`src/rtl/serial_adder_pkg.sv`:
```
// Shared types and constants for the bit-serial adder controller.
package serial_adder_pkg;

  localparam int MIN_WIDTH = 2;
  localparam int MAX_WIDTH = 64;

  typedef enum logic [1:0] {
    ST_IDLE = 2'd0,
    ST_RUN  = 2'd1,
    ST_DONE = 2'd2
  } state_e;

  // Bit-counter width; clamped so a degenerate WIDTH still yields a 1-bit counter.
  function automatic int cnt_width(input int width);
    int w;
    w = (width < MIN_WIDTH) ? MIN_WIDTH : width;
    return $clog2(w);
  endfunction

endpackage

```
`src/rtl/serial_fa_cell.sv`:
```
// Combinational one-bit full adder; the only arithmetic cell of the serial adder.
module serial_fa_cell (
  input  logic a_i,
  input  logic b_i,
  input  logic cin_i,
  output logic sum_o,
  output logic cout_o
);

  assign sum_o  = a_i ^ b_i ^ cin_i;
  assign cout_o = (a_i & b_i) | ((a_i ^ b_i) & cin_i);

endmodule

```
`src/rtl/serial_adder_ctrl.sv`:
```
// Bit-serial WIDTH-bit adder: one full-adder cell sequenced LSB first over WIDTH cycles.
// Optional subtract mode (sub_i port) is built when SERIAL_ADDER_SUB_EN is defined.
module serial_adder_ctrl
  import serial_adder_pkg::*;
#(
  parameter int WIDTH = 8
) (
  input  logic             clk,
  input  logic             rst_n,
  input  logic             start_valid_i,
  output logic             start_ready_o,
  input  logic [WIDTH-1:0] a_i,
  input  logic [WIDTH-1:0] b_i,
  input  logic             cin_i,
`ifdef SERIAL_ADDER_SUB_EN
  input  logic             sub_i,
`endif
  output logic [WIDTH-1:0] sum_o,
  output logic             cout_o,
  output logic             done_valid_o,
  input  logic             done_ready_i,
  output logic             busy_o
);

  localparam int CNT_W = cnt_width(WIDTH);
  localparam logic [CNT_W-1:0] CNT_LAST = CNT_W'(WIDTH - 1);

  state_e           state_q, state_d;
  logic [WIDTH-1:0] a_q, a_d;
  logic [WIDTH-1:0] b_q, b_d;
  logic [WIDTH-1:0] sum_q, sum_d;
  logic [CNT_W-1:0] cnt_q, cnt_d;
  logic             carry_q, carry_d;
  logic             cout_q, cout_d;
  logic             start_ready_q, done_valid_q, busy_q;

  logic [WIDTH-1:0] b_load_s;
  logic             cin_load_s;
  logic             fa_sum_s, fa_cout_s;

  // Subtraction is a + ~b + 1, so only the B image and initial carry change.
`ifdef SERIAL_ADDER_SUB_EN
  assign b_load_s   = sub_i ? ~b_i : b_i;
  assign cin_load_s = sub_i ? 1'b1 : cin_i;
`else
  assign b_load_s   = b_i;
  assign cin_load_s = cin_i;
`endif

  serial_fa_cell u_fa (
    .a_i    (a_q[0]),
    .b_i    (b_q[0]),
    .cin_i  (carry_q),
    .sum_o  (fa_sum_s),
    .cout_o (fa_cout_s)
  );

  // Next-state and datapath sequencing
  always_comb begin
    state_d = state_q;
    a_d     = a_q;
    b_d     = b_q;
    sum_d   = sum_q;
    cnt_d   = cnt_q;
    carry_d = carry_q;
    cout_d  = cout_q;
    case (state_q)
      ST_IDLE: begin
        if (start_valid_i && start_ready_q) begin
          a_d     = a_i;
          b_d     = b_load_s;
          carry_d = cin_load_s;
          cnt_d   = '0;
          sum_d   = '0;
          state_d = ST_RUN;
        end else begin
          state_d = ST_IDLE;
        end
      end
      ST_RUN: begin
        a_d     = {1'b0, a_q[WIDTH-1:1]};
        b_d     = {1'b0, b_q[WIDTH-1:1]};
        sum_d   = {fa_sum_s, sum_q[WIDTH-1:1]};
        carry_d = fa_cout_s;
        if (cnt_q == CNT_LAST) begin
          cout_d  = fa_cout_s;
          state_d = ST_DONE;
        end else begin
          cnt_d   = cnt_q + CNT_W'(1);
          state_d = ST_RUN;
        end
      end
      ST_DONE: begin
        if (done_valid_q && done_ready_i) begin
          state_d = ST_IDLE;
        end else begin
          state_d = ST_DONE;
        end
      end
      default: begin
        state_d = ST_IDLE;
      end
    endcase
  end

  // State, datapath and registered handshake outputs
  always_ff @(posedge clk or negedge rst_n) begin
    if (!rst_n) begin
      state_q       <= ST_IDLE;
      a_q           <= '0;
      b_q           <= '0;
      sum_q         <= '0;
      cnt_q         <= '0;
      carry_q       <= 1'b0;
      cout_q        <= 1'b0;
      start_ready_q <= 1'b1;
      done_valid_q  <= 1'b0;
      busy_q        <= 1'b0;
    end else begin
      state_q       <= state_d;
      a_q           <= a_d;
      b_q           <= b_d;
      sum_q         <= sum_d;
      cnt_q         <= cnt_d;
      carry_q       <= carry_d;
      cout_q        <= cout_d;
      start_ready_q <= (state_d == ST_IDLE);
      done_valid_q  <= (state_d == ST_DONE);
      busy_q        <= (state_d != ST_IDLE);
    end
  end

  assign start_ready_o = start_ready_q;
  assign done_valid_o  = done_valid_q;
  assign busy_o        = busy_q;
  assign sum_o         = sum_q;
  assign cout_o        = cout_q;

endmodule

```
`config.mk`:
```
export PLATFORM = sky130hd
export DESIGN_NAME = serial_adder_ctrl
export DESIGN_NICKNAME = d
export VERILOG_FILES = /design/src/rtl/serial_adder_pkg.sv /design/src/rtl/serial_fa_cell.sv /design/src/rtl/serial_adder_ctrl.sv
export SDC_FILE = /design/constraint.sdc
export NUM_CORES = 1
export LEC_CHECK = 0
export BUFFER_PORTS_ARGS = -buffer_cell sky130_fd_sc_hd__buf_2
export CORE_MARGIN = 3
export CORE_UTILIZATION = 30
export DETAILED_ROUTE_END_ITERATION = 10
export HOLD_SLACK_MARGIN = 0.05
export PLACE_DENSITY_LB_ADDON = 0.12
export SLEW_MARGIN = 20
export SYNTH_ARGS = -nofsm -noshare
export SYNTH_HDL_FRONTEND = slang
export SYNTH_SLANG_ARGS = --single-unit
```
`constraint.sdc`:
```
create_clock -name clk -period 1.49 [get_ports clk]
set_input_delay 0.298 -clock clk [delete_from_list [all_inputs] [get_ports clk]]
set_output_delay 0.298 -clock clk [all_outputs]
set_load 0.05 [all_outputs]
```
* Yosys cells after proc, flatten, opt, wreduce, memory -nomap -nowiden
Index checks and enable logic that the tools add are counted.
** Storage, ports and cells
- Logic and storage cells :: 46
- Output and inout port bits :: 12
- Flip-flop bits (word level) :: 34
- Input port bits :: 21
** Operators by class
- Reductions and logical operators :: 9
- Bitwise gates (word level) :: 5
- Add/sub/neg operators :: 1
- Eq/ne operators :: 6
- Multiplexer cells :: 15
** Operators by type and width (count)
- $pmux W8 S2 :: 3
- $mux W8 :: 3
- $mux W3 :: 2
- $pmux W2 S3 :: 1
- $pmux W3 S2 :: 1
- $eq A2 B2 Y1 const B :: 2
- $logic_not A2 Y1 :: 2
- $mux W2 :: 2
- $ne A2 B2 Y1 const B :: 2
- $reduce_and A2 Y1 :: 2
- $reduce_bool A2 Y1 :: 2
- $add A3 B1 Y3 const B :: 1
- $eq A3 B3 Y1 const B :: 1
- $reduce_and A3 Y1 :: 1
- $and A1 B1 Y1 :: 2
- $eq A2 B1 Y1 const B :: 1
- $logic_and A1 B1 Y1 :: 2
- $mux W1 :: 2
- $pmux W1 S2 :: 1
- $xor A1 B1 Y1 :: 2
- $or A1 B1 Y1 :: 1

* Logic depth before layout (Yosys ltp)
- Depth in word-level cells :: 4
- Mapped depth :: 6

* Hierarchy
Synthesis repeated with hierarchy kept, for this count alone.
** Second synthesis, totals
- Cells, all modules :: 136
- Area total of the unflattened synthesis :: 1586.5 um2
** Modules (own cells, without submodules)
- serial_adder_ctrl :: cells an instance 135, times used 1, sequential area each 852.1 um2, area an instance 1566.5 um2
- serial_fa_cell :: cells an instance 1, times used 1, sequential area each 0.0 um2, area an instance 20.0 um2

* Worst setup path after synthesis
No wires, ideal clock.
- Path type :: flip-flop to flip-flop
- Start :: reg start_ready_q, in the netlist start_ready_o
- End :: reg sum_q[5], in the netlist sum_o[5]
- Stages on the path, launching flop included :: 6
- Slack :: -0.114 ns
- Arrival time :: 1.483 ns
- Clock period less this slack :: 1.604 ns
- Setup time :: 0.121 ns
- Cell sequence :: dfstp_2 a21oi_2 or2_1 buf_6 buf_6 a22o_1
** Between the ends
- Longest elaborated chain between the ends :: 3
** Ends and longest elaborated chain
- from (decl) :: RTL line serial_adder_ctrl.sv:35 : logic start_ready_q, done_valid_q, busy_q;
- from (signal assigned) :: RTL line serial_adder_ctrl.sv:127 : start_ready_q <= (state_d == ST_IDLE);
- $logic_and A1 B1 Y1 :: RTL line serial_adder_ctrl.sv:69 : if (start_valid_i && start_ready_q) begin
- $ne A2 B2 Y1 (no line)
- $reduce_and A2 Y1 (no line)
- to (signal assigned) :: RTL line serial_adder_ctrl.sv:123 : sum_q <= sum_d;
- to (decl) :: RTL line serial_adder_ctrl.sv:31 : logic [WIDTH-1:0] sum_q, sum_d;
Every way passes these cells.
A chain may end at the register's enable or synchronous reset.

* Worst setup path in the final report
- Start :: reg start_ready_q, in the netlist start_ready_o
- End :: reg cnt_q[1]
** Between the ends
- Longest elaborated chain between the ends :: 3
** Ends and longest elaborated chain
- $logic_and A1 B1 Y1 :: RTL line serial_adder_ctrl.sv:69
- $ne A2 B2 Y1 (no line)
- $reduce_and A3 Y1 (no line)
- to (signal assigned) :: RTL line serial_adder_ctrl.sv:124 : cnt_q <= cnt_d;
- to (decl) :: RTL line serial_adder_ctrl.sv:32 : logic [CNT_W-1:0] cnt_q, cnt_d;
Every way passes these cells.

==> run_results.csv <==
group,metric,value,unit
outcome,outcome,"complete, no violations",
route,wl_per_cell,14.8,um
cells_and_area,fillers,506,
die,dieArea,6160,um2
timing,setup_viol,0,
cells_and_area,syn2layout_area_growth,29.1,%
hold_path,hp-start,"b_i[5]",
route,antenna_left,0,
power,power_density,2500,nW/um2
power,power_frac_clock,0.201,
die,die_y,78.5,um
critical_path,crit_required,1660,ps
global_routing,grt_usage,0.129,
synth,yosys_warnings,0,
global_routing,antenna_found_initial,0,
timing,rsz0062_at_grt,"false",
power,leakagePower,0.950,nW
critical_path,end_kind,"flop",
route,vias,1212,
cts,clockBufferDepth,2,
synth,syn_inst,141,
critical_path,worstReg2RegStart,"start_ready_o",
global_routing,overflow,0,
cts,numCtsBuffers,5,
hold_path,hp-class,"in2reg",
cts,clk_pin_slew,70,ps
synth,synthMuxAreaShare,0.0889,
cts,cts-root-buf,"clkbuf_8",
cells_and_area,nets,204,
placed_design,place_ws,40.1,ps
timing,layout_setup_ws,36.4,ps
synth,syn_area,1580,um2
critical_path,arrival,1630,ps
route,drtIter0Drc,51,
global_routing,grt_pass1_vias,1240,
cells_and_area,final_util,0.415,
die,rows,25,
timing,hold_violations,0,
global_routing,grt_max_degree,28,
die,start_util,0.321,
timing,tns,0,ps
synth,synth_compound_gate_area_share,0.209,
placed_design,gp_congestion,0.724,
synth,ys_types,28,
timing,fmax,0.688,GHz
power,power,5.08,mW
synth,syn_avg_cell_area,11.2,um2
synth,synth-simple-area-share,0.0722,
route,wirelength,3670,um
timing,fin_crit,1450,ps
cts,clock_latency,280,ps
critical_path,crit_fanout,14,
placed_design,numPortBuffers,32,
placed_design,post_dp_cell_area,1850,um2
critical_path,crit_type,"reg2reg",
job,maxCapViolCount,0,
timing,finalCritPeriodShare,0.976,
die,coreArea,4910,um2
power,pwr-share-comb,0.481,
synth,syn_nets,165,
placed_design,hpwl,2460,um
synth,synth_top_family_by_area,"compound AO/OA/AOI/OAI gates",
cells_and_area,final_area,2040,um2
cells_and_area,fin_cells,248,
cts,cts.sinks,34,
cells_and_area,antennaDiodeCount,0,
synth,ys_ff_latch,34,
cts,post_cts_buffers,0,
cts,cts_max_level,2,
power,swShare,0.404,
synth,yosys.area_share.adder,0.0286,
timing,slew_violations,0,
critical_path,startpoint_type,"flop",
power,ir_drop,1120,uV
synth,yosysSeqAreaShare,0.540,
synth,synthXorXnorAreaFrac,0,
route,vias_per_cell,4.89,
hold_path,whs_endpoint,"b_q[5]",
cts,tritoncts,"yes",
critical_path,r2r_slack,40,ps
route,firstDrtPassIters,4,
die,io_pins,33,
route,drc,0,
power,internal_power,3.03,mW
power,power.switching,2.05,mW
global_routing,grt_pass1_wl,6200,um
timing,relSlewSlack,0.676,
placed_design,dp.cells,238,
timing,worst_pin_slew,485,ps
power,seq_power_share,0.318,
hold_path,min_delay_path_depth,3,
timing,finClkSkew,6.86,ps
die,die_w,78.5,um
timing,worst_hold_slack,288,ps
cells_and_area,drive_gt1_frac,0.304,
critical_path,r2r_end,"cnt_q[1]",
critical_path,rr_worst_depth,4,
[sequential cells by signal (all words and copies together) (netlist names), 2 cells and up]
register and count:
a_q 8, b_q 8, cnt_q 3, state_q 2, sum_o 8
[power by group through the flow]
stage	clock, mW	combinational (mW)	sequential, mW
5_1_grt	1.09	2.68	1.67
3_5_place_dp	0	2.32	1.62
4_1_cts	1.05	2.34	1.62
6_report	1.02	2.44	1.62
3_3_place_gp	0	2.26	1.61
2_1_floorplan	0	1.44	1.99
[Yosys cell counts]
library cell / count / share of area
buf_2: 2 / 0.0063
nor3b_1: 1 / 0.0048
nor2b_1: 1 / 0.0040
ha_1: 2 / 0.016
nand3_1: 1 / 0.0032
nand2_1: 7 / 0.017
o31ai_1: 1 / 0.0048
dfstp_2: 1 / 0.017
dfrtp_1: 33 / 0.52
buf_8: 1 / 0.0095
or2_1: 1 / 0.0040
nand2b_1: 4 / 0.016
buf_6: 4 / 0.029
o21ai_1: 16 / 0.051
a21oi_1: 5 / 0.016
mux2i_1: 14 / 0.089
a21oi_2: 1 / 0.0056
a21o_1: 2 / 0.0095
inv_1: 3 / 0.0071
nor2_1: 1 / 0.0024
nand3b_1: 1 / 0.0048
o2bb2ai_1: 1 / 0.0056
clkbuf_1: 4 / 0.0095
a22o_1: 9 / 0.050
and4b_1: 2 / 0.013
o21ai_0: 21 / 0.067
and2_0: 1 / 0.0040
fa_1: 1 / 0.013
[placed cells by master (no fill, tap or decap)]
cell type / n
dfrtp_1: 33
buf_2: 31
o21ai_0: 21
o21ai_1: 16
mux2i_1: 14
a22o_1: 9
buf_4: 8
nand2_1: 7
a21oi_1: 5
clkbuf_8: 5
nand2b_1: 4
inv_1: 3
a21o_1: 2
and4b_1: 2
bufinv_16: 2
buf_12: 2
and2_0: 1
nand3b_1: 1
a21oi_4: 1
or2_4: 1
nor2_1: 1
nor2b_1: 1
nand3_1: 1
o31ai_1: 1
o2bb2ai_2: 1
nor3b_1: 1
fa_1: 1
ha_1: 1
ha_4: 1
clkinv_4: 1
clkbuf_16: 1
dlygate4sd3_1: 1
dfstp_4: 1
[final cells by class]
cell class                 instances  area (um2)  area share
tap                               67        83.8      0.0412
clock inverter                     3        68.8      0.0338
sequential                        34         856       0.420
multi-input combinational         93         657       0.323
timing repair buffer              43         290       0.143
clock buffer                       5        68.8      0.0338
inverter                           3        11.3     0.00553
[worst max-delay path, cell delays in order, from the launching register on]
cell and delay [ps]:
dfstp_4 650, a21oi_4 50, or2_4 260, buf_12 150, a22o_1 220
[logic make-up after synthesis]
group / after synthesis
compound gates: 56
mux: 14
flops: 34
fa+ha+maj: 3
simple gates: 20
buf+inv: 14
[how the worst max path moves through the flow]
stage | startpoint | slack [ps] | end | cells past startpoint
2_1_floorplan | start_ready_o | -70 | sum_o[5] | 5
3_3_place_gp | start_ready_o | 50 | cnt_q[1] | 4
3_5_place_dp | start_ready_o | 40 | cnt_q[2] | 4
4_1_cts | start_ready_o | 20 | cnt_q[1] | 4
5_1_grt | start_ready_o | 3 | cnt_q[1] | 4
6_report | start_ready_o | 40 | cnt_q[1] | 4
[repair_timing]
action,4_1_cts,5_1_grt
pin swaps,0,0
hold endpoints to repair,15,0
hold buffers,1,0
setup endpoints to repair,1,6
resized for setup,1,3
gates cloned,0,1
[routing by layer]
metal  vias up  GRT usage  routed length [um]
met4         0     0.0490                  50
met1       590      0.170                1760
met3         8     0.0344                 175
met5         -          0                   0
met2        29      0.201                1690
li1        585          -                   -
Note: power is estimated with default switching activity, not from simulation.
